### src/rtl/add_pipe_if.sv
// Operand/result handshake bundle for the pipelined add/subtract unit.
// master drives operands and result ready; slave is the arithmetic unit.
interface add_pipe_if #(
  parameter int unsigned WIDTH = 16
);
  logic             in_valid;
  logic             in_ready;
  logic [WIDTH-1:0] a;
  logic [WIDTH-1:0] b;
  logic             cin;
  logic             sub;
  logic             out_valid;
  logic             out_ready;
  logic [WIDTH-1:0] sum;
  logic             cout;
  logic             ovf;

  modport master (
    output in_valid, a, b, cin, sub, out_ready,
    input  in_ready, out_valid, sum, cout, ovf
  );

  modport slave (
    input  in_valid, a, b, cin, sub, out_ready,
    output in_ready, out_valid, sum, cout, ovf
  );
endinterface

### src/rtl/add_pipe.sv
// Pipelined add/subtract: one SEG-bit segment per stage, carry registered between stages.
// Operands shift right each stage so the active segment is always in the low bits.
module add_pipe #(
  parameter int unsigned WIDTH = 16,
  parameter int unsigned SEG   = 4
) (
  input logic       clk,
  input logic       rst_n,
  add_pipe_if.slave bus
);
  localparam int unsigned NSEG = WIDTH / SEG;
  localparam int unsigned SW   = SEG + 1;

  logic             en;

  logic [WIDTH-1:0] a_q [NSEG];
  logic [WIDTH-1:0] b_q [NSEG];
  logic [WIDTH-1:0] r_q [NSEG];
  logic [NSEG-1:0]  v_q;
  logic [NSEG-1:0]  c_q;
  logic             ovf_q;

  logic [WIDTH-1:0] a_in [NSEG];
  logic [WIDTH-1:0] b_in [NSEG];
  logic [WIDTH-1:0] r_in [NSEG];
  logic [WIDTH-1:0] r_d  [NSEG];
  logic [NSEG-1:0]  v_in;
  logic [NSEG-1:0]  c_in;
  logic [SEG:0]     s    [NSEG];
  logic             ovf_d;

  // Single global enable: the whole pipe moves unless a held result is blocked.
  assign en           = ~v_q[NSEG-1] | bus.out_ready;
  assign bus.in_ready = en;

  // Stage inputs: stage 0 takes the port operands, later stages take the previous stage.
  always_comb begin : stage_src
    a_in[0] = bus.a;
    b_in[0] = bus.sub ? ~bus.b : bus.b;
    c_in[0] = bus.sub | bus.cin;
    v_in[0] = bus.in_valid;
    r_in[0] = '0;
    for (int k = 1; k < int'(NSEG); k++) begin
      a_in[k] = a_q[k-1];
      b_in[k] = b_q[k-1];
      c_in[k] = c_q[k-1];
      v_in[k] = v_q[k-1];
      r_in[k] = r_q[k-1];
    end
  end

  // Segment adders; each new result segment enters at the top and earlier ones shift down.
  always_comb begin : stage_add
    for (int k = 0; k < int'(NSEG); k++) begin
      s[k]   = {1'b0, a_in[k][SEG-1:0]} + {1'b0, b_in[k][SEG-1:0]} + SW'(c_in[k]);
      r_d[k] = (r_in[k] >> SEG) | (WIDTH'(s[k][SEG-1:0]) << (WIDTH - SEG));
    end
    // Same-sign operands giving a different-sign result == carry-in xor carry-out of the MSB.
    ovf_d = (a_in[NSEG-1][SEG-1] == b_in[NSEG-1][SEG-1]) &&
            (s[NSEG-1][SEG-1] != a_in[NSEG-1][SEG-1]);
  end

  // Data registers only load behind a valid token so outputs hold across bubbles.
  always_ff @(posedge clk) begin : stage_regs
    if (!rst_n) begin
      v_q   <= '0;
      c_q   <= '0;
      ovf_q <= 1'b0;
      for (int k = 0; k < int'(NSEG); k++) begin
        a_q[k] <= '0;
        b_q[k] <= '0;
        r_q[k] <= '0;
      end
    end else if (en) begin
      v_q <= v_in;
      for (int k = 0; k < int'(NSEG); k++) begin
        if (v_in[k]) begin
          a_q[k] <= a_in[k] >> SEG;
          b_q[k] <= b_in[k] >> SEG;
          r_q[k] <= r_d[k];
          c_q[k] <= s[k][SEG];
        end
      end
      if (v_in[NSEG-1]) begin
        ovf_q <= ovf_d;
      end
    end
  end

  assign bus.out_valid = v_q[NSEG-1];
  assign bus.sum       = r_q[NSEG-1];
  assign bus.cout      = c_q[NSEG-1];
  assign bus.ovf       = ovf_q;
endmodule

### src/flat_wrapper.sv
// flat-port wrapper written by rule: the top's interface ports become plain ports
module add_pipe_flat 
#(
  parameter int unsigned WIDTH = 16,
  parameter int unsigned SEG   = 4
)
  (clk, rst_n, bus_in_valid, bus_a, bus_b, bus_cin, bus_sub, bus_out_ready, bus_in_ready, bus_out_valid, bus_sum, bus_cout, bus_ovf);
  add_pipe_if #(.WIDTH(WIDTH)) bus_i ();
  input logic clk;
  input logic rst_n;
  input wire logic [$bits(bus_i.in_valid)-1:0] bus_in_valid;
  input wire logic [$bits(bus_i.a)-1:0] bus_a;
  input wire logic [$bits(bus_i.b)-1:0] bus_b;
  input wire logic [$bits(bus_i.cin)-1:0] bus_cin;
  input wire logic [$bits(bus_i.sub)-1:0] bus_sub;
  input wire logic [$bits(bus_i.out_ready)-1:0] bus_out_ready;
  output wire logic [$bits(bus_i.in_ready)-1:0] bus_in_ready;
  output wire logic [$bits(bus_i.out_valid)-1:0] bus_out_valid;
  output wire logic [$bits(bus_i.sum)-1:0] bus_sum;
  output wire logic [$bits(bus_i.cout)-1:0] bus_cout;
  output wire logic [$bits(bus_i.ovf)-1:0] bus_ovf;
  assign bus_i.in_valid = bus_in_valid;
  assign bus_i.a = bus_a;
  assign bus_i.b = bus_b;
  assign bus_i.cin = bus_cin;
  assign bus_i.sub = bus_sub;
  assign bus_i.out_ready = bus_out_ready;
  assign bus_in_ready = bus_i.in_ready;
  assign bus_out_valid = bus_i.out_valid;
  assign bus_sum = bus_i.sum;
  assign bus_cout = bus_i.cout;
  assign bus_ovf = bus_i.ovf;
  add_pipe #(.WIDTH(WIDTH), .SEG(SEG)) u_core (.clk(clk), .rst_n(rst_n), .bus(bus_i));
endmodule
### config.mk
export PLATFORM = sky130hd
export DESIGN_NAME = add_pipe_flat
export DESIGN_NICKNAME = d
export VERILOG_FILES = /design/src/rtl/add_pipe_if.sv /design/src/rtl/add_pipe.sv /design/src/flat_wrapper.sv
export SDC_FILE = /design/constraint.sdc
export NUM_CORES = 1
export LEC_CHECK = 0
export CAP_MARGIN = 30
export CELL_PAD_IN_SITES_DETAIL_PLACEMENT = 1
export CELL_PAD_IN_SITES_GLOBAL_PLACEMENT = 1
export CORE_ASPECT_RATIO = 0.8
export CORE_MARGIN = 3
export CORE_UTILIZATION = 27
export CTS_BUF_LIST = sky130_fd_sc_hd__clkbuf_8
export DETAILED_ROUTE_END_ITERATION = 10
export GPL_ROUTABILITY_DRIVEN = 0
export PLACE_DENSITY = 0.52
export SLEW_MARGIN = 25
export SYNTH_ARGS = -nofsm -noshare
export SYNTH_HDL_FRONTEND = slang
export SYNTH_SLANG_ARGS = --single-unit
### constraint.sdc
create_clock -name clk -period 6.95 [get_ports clk]
set_input_delay 1.7375 -clock clk [delete_from_list [all_inputs] [get_ports clk]]
set_output_delay 1.7375 -clock clk [all_outputs]
set_load 0.02 [all_outputs]
# Word-level counts from Yosys, hierarchy flattened
# Memories as Yosys holds them, arrays and structs flattened.
# Index checks and enable logic that the tools add are counted.
dict set report totals {
  reg_bits 9
  latchBits 0
  ram_bits 160
  rom_bits 0
  in_bits 38
  elab_cells 73
  memories 3
}
# name words word_bits read_ports rd_clocked_by_memory_dff write_ports line_no
set memory_table {}
lappend memory_table {u_core.r_q 4 16 4 0 4 add_pipe.sv:18} ;# logic [WIDTH-1:0] r_q [NSEG];
lappend memory_table {u_core.a_q 4 12 3 0 4 add_pipe.sv:16} ;# logic [WIDTH-1:0] a_q [NSEG];
lappend memory_table {u_core.b_q 4 12 3 0 4 add_pipe.sv:17} ;# logic [WIDTH-1:0] b_q [NSEG];
dict set report op_classes {
  add_sub_neg 8
  n_mul 0
  div_mod_pow 0
  order_cmp 0
  eq_ne 2
  shift 0
  n_mux 30
  n_bitwise 19
  n_reduce_logical 5
}
# cell n
set op_table {}
lappend op_table {{two-way mux 12 bit} 8}
lappend op_table {{two-way mux 16 bit} 5}
lappend op_table {{bitwise OR 12 x 16 -> 16 bit} 3}
lappend op_table {{adder 4 x 4 -> 5 bit} 4}
lappend op_table {{adder 5 x 1 -> 5 bit} 4}
lappend op_table {{two-way mux 1 bit} 17}
lappend op_table {{NOT 16 bit} 1}
lappend op_table {{bitwise OR 1 bit} 14}
lappend op_table {{AND reduction 2 bit} 4}
lappend op_table {{equality test 1 bit} 1}
lappend op_table {{logical AND 1 bit} 1}
lappend op_table {{inequality test 1 bit} 1}
lappend op_table {{NOT 1 bit} 1}

# Depth between registers and ports, before layout
# Gate-level depths: netlist (run 1).
dict set report depth {
  word_depth 6
  ltp_mapped 9
  ltp_nobuf 8
}

# Worst setup path before layout (run 1)
# OpenSTA, ideal clock, no wires.
dict set report synth_timing {
  path_kind {in2out}
  startpoint {input bus_out_ready}
  endpoint {output bus_in_ready}
  t_arrival_ns 2.095
  required_time_ns 5.213
  setup_slack_ns 3.117
  stages 3
  path_buffers 1
  path_cell_list {nor2b_4 inv_4 buf_6}
}
dict set report synth_between {
  elab_chain_cells 1
}
# element line_no
set synth_lines {}
lappend synth_lines {{from (decl)} flat_wrapper.sv:16} ;# input wire logic [$bits(bus_i.out_ready)-1:0] bus_out_ready;
lappend synth_lines {{bitwise OR 1 bit} add_pipe.sv:33} ;# assign en = ~v_q[NSEG-1] | bus.out_ready;
lappend synth_lines {{to (decl)} flat_wrapper.sv:17} ;# output wire logic [$bits(bus_i.in_ready)-1:0] bus_in_ready;
# No other way between the ends.

# Worst setup path in the final report (run 1)
# Ends and elaborated chain as after synthesis.

==> flow_summary_export.csv, run 1 <==
group,metric,value,unit
status,status,"complete, no violations",
drt,drtPass1Iterations,4,
floorplanning,initial_core_util,0.2778,
drt,vias_per_cell,3.940,
drt,drt_wl_total,7755,µm
timing,drv_slew,0,
layout,antenna-diode-count,0,
drt,met2_layer_wire_length_in_the_routed_design,3058,µm
drt,wl_met3,436,µm
timing,period_utilization_post_route,0.6988,
grt,antenna_found_initial,0,
synth,yosys_warnings,0,
timing,min_period,4.857,ns
layout,flow.area_growth_from_synthesis,20.66,%
cts,cts.root.buffer_cell,"sky130_fd_sc_hd__clkbuf_8",
grt,globalRoute.totalOverflow,0,
synth,synth.distinct_cells,36,
grt,grtUsageTotal,0.09586,
hold_path,worst_hold_path_type,"reg -> reg",
worst_setup_path,worstPathRequired,5.21,ns
drt,drt_iter0_drc,75,
layout,finalNetCount,436,
timing,final.setup.tns,0,ns
drt,final_ant_viol_nets,0,
floorplanning,io-pin-count,58,
timing,hold_violations,0,
drt,detailroute.via_count,2356,
synth,syn-instance-count,321,
cts,cts-hold-fix-buffers,0,
power,power_density,212.7,nW/µm²
power,total_leakage_power,2.001,nW
cts,clockBufferDepth,2,
cts,post_cts.resized_instances,0,
floorplanning,placeableCoreArea,15850,µm²
synth,synth_sequential_area_ratio,0.6411,
drt,highest_metal_layer_with_signal_wires,"met4",
layout,layout_common_cells,"88 x sky130_fd_sc_hd__edfxtp_1, 63 x sky130_fd_sc_hd__and2_1, 57 x sky130_fd_sc_hd__clkdlybuf4s50_1, 26 x sky130_fd_sc_hd__nor2_1, 22 x sky130_fd_sc_hd__inv_1",
worst_setup_path,worstSetupStartpointType,"primary input",
synth,post_syn_nets,379,
drt,route.detailed.wl_per_inst,12.97,µm
placed_design,dpl.hpwl,6032,µm
cts,cts.sinks,97,
timing,worst_slew_pin_slew,0.8746,ns
cts,worst_skew_pair.late_latency,0.36,ns
cts,cts.clk_slew.worst_paths,0.08,ns
power,vdd_drop_max,0.00007184,V
drt,met1Wirelength,4141,µm
drt,drc,0,
cts,numCtsBuffers,9,
timing,worst_slew_margin_rel,0.4151,
timing,rsz0062_at_grt,"no",
synth,postSynth.asyncResetShare,0,
timing,report.final.setup_viol,0,
synth,synthesis.area_per_instance,13.72,µm²
cts,clock_tree.htree_level_count,3,
worst_setup_path,timing.critical_path.fanout_max,15,
floorplanning,chipHeight,120.2,µm
grt,grt_pass1_vias,2625,
synth,synth_enable_flop_cells,88,
worst_setup_path,setup.worst_path.class,"in -> out",
floorplanning,die-width,148.8,µm
timing,achievable_clock_frequency,205.9,MHz
cts,cts_setup_buffers,0,
layout,final_layout_size_suffix_gt1_frac,0.08877,
worst_setup_path,critical_path.endpoint_type,"output port",
worst_setup_path,cp_data_arrival_time,3.12,ns
layout,layout.cells.most_common,"sky130_fd_sc_hd__edfxtp_1",
synth,yosys_reg_bits,97,
grt,grt_start_max_net_pins,29,
grt,first_pass_grt_wire_length,13320,µm
floorplanning,floorplan_die_area,17890,µm²
layout,layout.core_utilization,0.3351,
placed_design,input_output_buffers,57,
synth,dominantRegCellSynth,"sky130_fd_sc_hd__edfxtp_1",
floorplanning,number_of_rows_created_at_floorplan,41,
timing,worst_clock_skew,0.01001,ns
run,maxCapViolCount,0,
synth,syn-cell-area,4403,µm²
cts,cts_tree,"done",
-- Yosys cell counts (6+ instances only) --
library cell,n,area share
sky130_fd_sc_hd__edfxtp_1,88,0.60
sky130_fd_sc_hd__and2_1,63,0.090
sky130_fd_sc_hd__nor2_1,26,0.022
sky130_fd_sc_hd__inv_1,20,0.017
sky130_fd_sc_hd__xnor2_1,13,0.026
sky130_fd_sc_hd__ha_1,12,0.034
sky130_fd_sc_hd__dfxtp_1,9,0.041
sky130_fd_sc_hd__fa_1,8,0.036
sky130_fd_sc_hd__nand2_1,8,0.0068
sky130_fd_sc_hd__a21oi_1,7,0.0080
sky130_fd_sc_hd__nand3_1,7,0.0080
sky130_fd_sc_hd__nor3_1,7,0.0080
sky130_fd_sc_hd__xor2_1,7,0.014
sky130_fd_sc_hd__buf_6,6,0.015
sky130_fd_sc_hd__nor2b_1,6,0.0085
-- report_power, final --
part | internal [mW] | switching (mW)
combinational | 0.0610 | 0.0674
clock | 0.135 | 0.181
sequential | 0.674 | 0.0116
total | 0.870 | 0.260
-- layout make-up --
type / instances / area [µm²]
clock buffer: 10 / 137.6
sequential: 97 / 2823
fill: 1690 / 10540
timing repair buffer: 57 / 570.5
multi-input combinational: 192 / 1404
inverter: 21 / 81.33
tap: 215 / 269.0
clock inverter: 6 / 27.53
-- final timing paths --
path,from,end,slack [ns],depth (start not counted)
worst min-delay path,u_core.c_q[0],u_core.c_q[0],0.52,2
worst max-delay path,bus_out_ready,bus_in_ready,2.09,4
worst min register to register,u_core.c_q[0],u_core.c_q[0],0.52,2
worst max register to register,u_core.c_q[1],u_core.c_q[2],5.06,7
-- worst max-delay path: stages --
cell and delay, ns:
sky130_fd_sc_hd__clkdlybuf4s50_1 0.50, sky130_fd_sc_hd__nor2b_4 0.07, sky130_fd_sc_hd__inv_4 0.17, sky130_fd_sc_hd__clkdlybuf4s50_1 0.64
-- cells by family after synthesis --
| logic type | Yosys count | synth area share |
|---|---|---|
| buf+inv | 32 | 0.04120 |
| xor+xnor | 20 | 0.03978 |
| flops | 97 | 0.6411 |
| simple gates | 134 | 0.1785 |
| fa+ha+maj | 20 | 0.07047 |
| compound gates | 18 | 0.02898 |
-- flip-flops by register name (all words and copies together) (netlist names) --
name            count
u_core.r_q         40
u_core.a_q         24
u_core.b_q         24
u_core.c_q          4
u_core.v_q          4
u_core.bus.ovf      1
-- per-layer routing --
| metal | global-route usage | vias up |
|---|---|---|
| met5 | 0 | - |
| met4 | 0.03259 | 0 |
| met3 | 0.03260 | 13 |
| met2 | 0.1362 | 60 |
| met1 | 0.1370 | 1080 |
| li1 | - | 1203 |
-- metrics by stage --
stage / worst slack (ns) / instance area [µm²] / hold WS (ns) / power (mW) / instances
floorplan: 3.117 / 4403 / 0.4849 / 0.7763 / 321
global placement: 2.080 / 5142 / 0.4932 / 0.8290 / 582
detailed placement: 2.083 / 5145 / 0.5043 / 0.8320 / 582
CTS: 2.082 / 5310 / 0.5214 / 1.151 / 598
global route: 2.058 / 5313 / 0.5453 / 1.196 / 598
finish: 2.093 / 5313 / 0.5214 / 1.130 / 598
Power figures use the tool's default switching activity.
==> run 2: changes to the inputs <==
clock period = 4.5 ns   (was 6.95 ns; I/O delays follow)
==> run 2 against run 1 <==
  * Combinational power up 57%
  * Largest power group unchanged
  * Flip-flop and latch count did not move
  * Largest cell class unchanged
  * Count of clock-buffer cells in the layout shrank 1
==> flow_summary_export.csv, run 2 (synthesized netlist as in run 1, its figures left out) <==
group,metric,value,unit
grt,antenna_found_initial,0,
drt,drt_wl_total,7824,µm
worst_setup_path,r2r_start,"u_core.c_q[1]",
drt,vias_per_cell,3.877,
layout,layout.core_utilization,0.3372,
layout,top_register,"u_core.r_q",
layout,finalNetCount,438,
floorplanning,io-pin-count,58,
run,maxCapViolCount,0,
hold_path,hold_start,"u_core.r_q[2][15]",
grt,first_pass_grt_wire_length,13320,µm
timing,achievable_clock_frequency,273.9,MHz
power,internal_power,1.387,mW
cts,clockBufferDepth,2,
layout,layout.filler_cells,1712,
grt,grt_start_max_net_pins,29,
power,power_frac_comb,0.112,
layout,reg_top3,"u_core.r_q (40), u_core.a_q (24), u_core.b_q (24)",
worst_setup_path,timing.critical_path.fanout_max,15,
timing,final.setup.tns,0,ns
timing,hold_violations,0,
timing,period_utilization_post_route,0.8114,
cts,cts_setup_buffers,0,
cts,cts_tree,"done",
power,clkPwrFrac,0.297,
power,total_leakage_power,1.999,nW
power,power_density,335.6,nW/µm²
worst_setup_path,critPathLaunch,"bus_out_ready",
layout,layout_common_cells,"88 x sky130_fd_sc_hd__edfxtp_1, 63 x sky130_fd_sc_hd__and2_1, 57 x sky130_fd_sc_hd__clkdlybuf4s50_1, 26 x sky130_fd_sc_hd__nor2_1, 20 x sky130_fd_sc_hd__inv_1",
drt,drc,0,
cts,numCtsBuffers,9,
cts,cts-hold-fix-buffers,0,
layout,final_layout_size_suffix_gt1_frac,0.08831,
grt,grt_pass1_vias,2570,
drt,drtPass1Iterations,4,
cts,post_cts.resized_instances,0,
layout,antenna-diode-count,0,
cts,worst_skew_pair.late_latency,0.35,ns
hold_path,worst_hold_path_type,"reg -> reg",
worst_setup_path,worstPathRequired,3.38,ns
cts,cts.root.buffer_cell,"sky130_fd_sc_hd__clkbuf_8",
layout,multi_input_area,1401,µm²
worst_setup_path,critical_path.endpoint_type,"output port",
layout,number_of_flip_flops_under_the_largest_register_name,40,
layout,final_design_area_no_fill,5345,µm²
floorplanning,floorplan_die_area,17890,µm²
placed_design,dpl.hpwl,6004,µm
power,vdd_drop_max,0.0001217,V
timing,report.final.setup_viol,0,
timing,rsz0062_at_grt,"no",
placed_design,input_output_buffers,57,
power,p_sw,0.4061,mW
worst_setup_path,cp_data_arrival_time,2.53,ns
drt,final_ant_viol_nets,0,
cts,clock_tree.htree_level_count,3,
layout,flow.area_growth_from_synthesis,21.40,%
cts,cts.sinks,97,
floorplanning,die-width,148.8,µm
drt,route.detailed.wl_per_inst,13.04,µm
layout,layout.area.seq,2823,µm²
timing,worst_clock_skew,0.008510,ns
placed_design,placed_area,5157,µm²
floorplanning,number_of_rows_created_at_floorplan,41,
status,status,"complete, no violations",
timing,drv_slew,0,
worst_setup_path,critical_path.cell_chain,"clkdlybuf4s50_1 -> nor2b_4 -> inv_4 -> clkdlybuf4s50_1",
worst_setup_path,cpPeakStageDelay,0.65,ns
worst_setup_path,setup.worst_path.class,"in -> out",
drt,detailroute.via_count,2326,
worst_setup_path,worstSetupStartpointType,"primary input",
drt,drt_iter0_drc,84,
worst_setup_path,worst_path_max_delay_cell,"sky130_fd_sc_hd__clkdlybuf4s50_1",
worst_setup_path,timing.critical_path.mode_cell,"sky130_fd_sc_hd__clkdlybuf4s50_1",
grt,grtUsageTotal,0.09638,
timing,min_period,3.651,ns
cts,cts.clk_slew.worst_paths,0.09,ns
power,netSwitchingFraction,0.2264,
timing,worst_slew_margin_rel,0.4940,
grt,globalRoute.totalOverflow,0,
power,post-layout-total-power,1.794,mW
floorplanning,placeableCoreArea,15850,µm²
floorplanning,initial_core_util,0.2778,
power,seq_power_share,0.591,
timing,worst_slew_pin_slew,0.7571,ns
layout,layout.cells.most_common,"sky130_fd_sc_hd__edfxtp_1",
floorplanning,chipHeight,120.2,µm
## run 2: power groups by stage
stage	combinational [mW]	clock (mW)	sequential, mW
global placement	0.204	0	1.08
finish	0.201	0.533	1.06
floorplan	0.115	0	1.08
CTS	0.207	0.555	1.06
global route	0.230	0.596	1.07
detailed placement	0.206	0	1.08
## run 2: cell type report
type	count	share of cell area
clock buffers	9	0.02317
clock inverters	7	0.01147
inverters	21	0.01522
multi-input cells	192	0.2622
flip-flops and latches	97	0.5281
well taps	215	0.05033
repair buffers	59	0.1096
## run 2: critical path: cells and delay by family
kind	cells	cell delay [ns]
simple gates	1	0.07
buf+inv	3	1.32
## run 2: final timing paths
check | endpoint | slack (ns) | depth (start not counted)
worst min register to register | u_core.r_q[3][11] | 0.52 | 1
worst min-delay path | u_core.r_q[3][11] | 0.52 | 1
worst max register to register | u_core.c_q[2] | 2.59 | 7
worst max-delay path | bus_in_ready | 0.85 | 4
## run 2: stage by stage
| stage | cells | setup slack, ns | hold WS (ns) |
|---|---|---|---|
| after CTS | 600 | 0.8395 | 0.5309 |
| after floorplan | 321 | 1.578 | 0.4849 |
| after detailed placement | 584 | 0.8396 | 0.5098 |
| after global placement | 584 | 0.8596 | 0.4965 |
| after global routing | 600 | 0.8009 | 0.5420 |
| final | 600 | 0.8488 | 0.5219 |
## run 2: per-layer routing
layer,global-route usage,part of all wire,vias up
met5,0,0,-
met4,0.02115,0.0097,0
met3,0.03859,0.063,6
met2,0.1394,0.40,64
met1,0.1369,0.53,1049
li1,-,-,1207
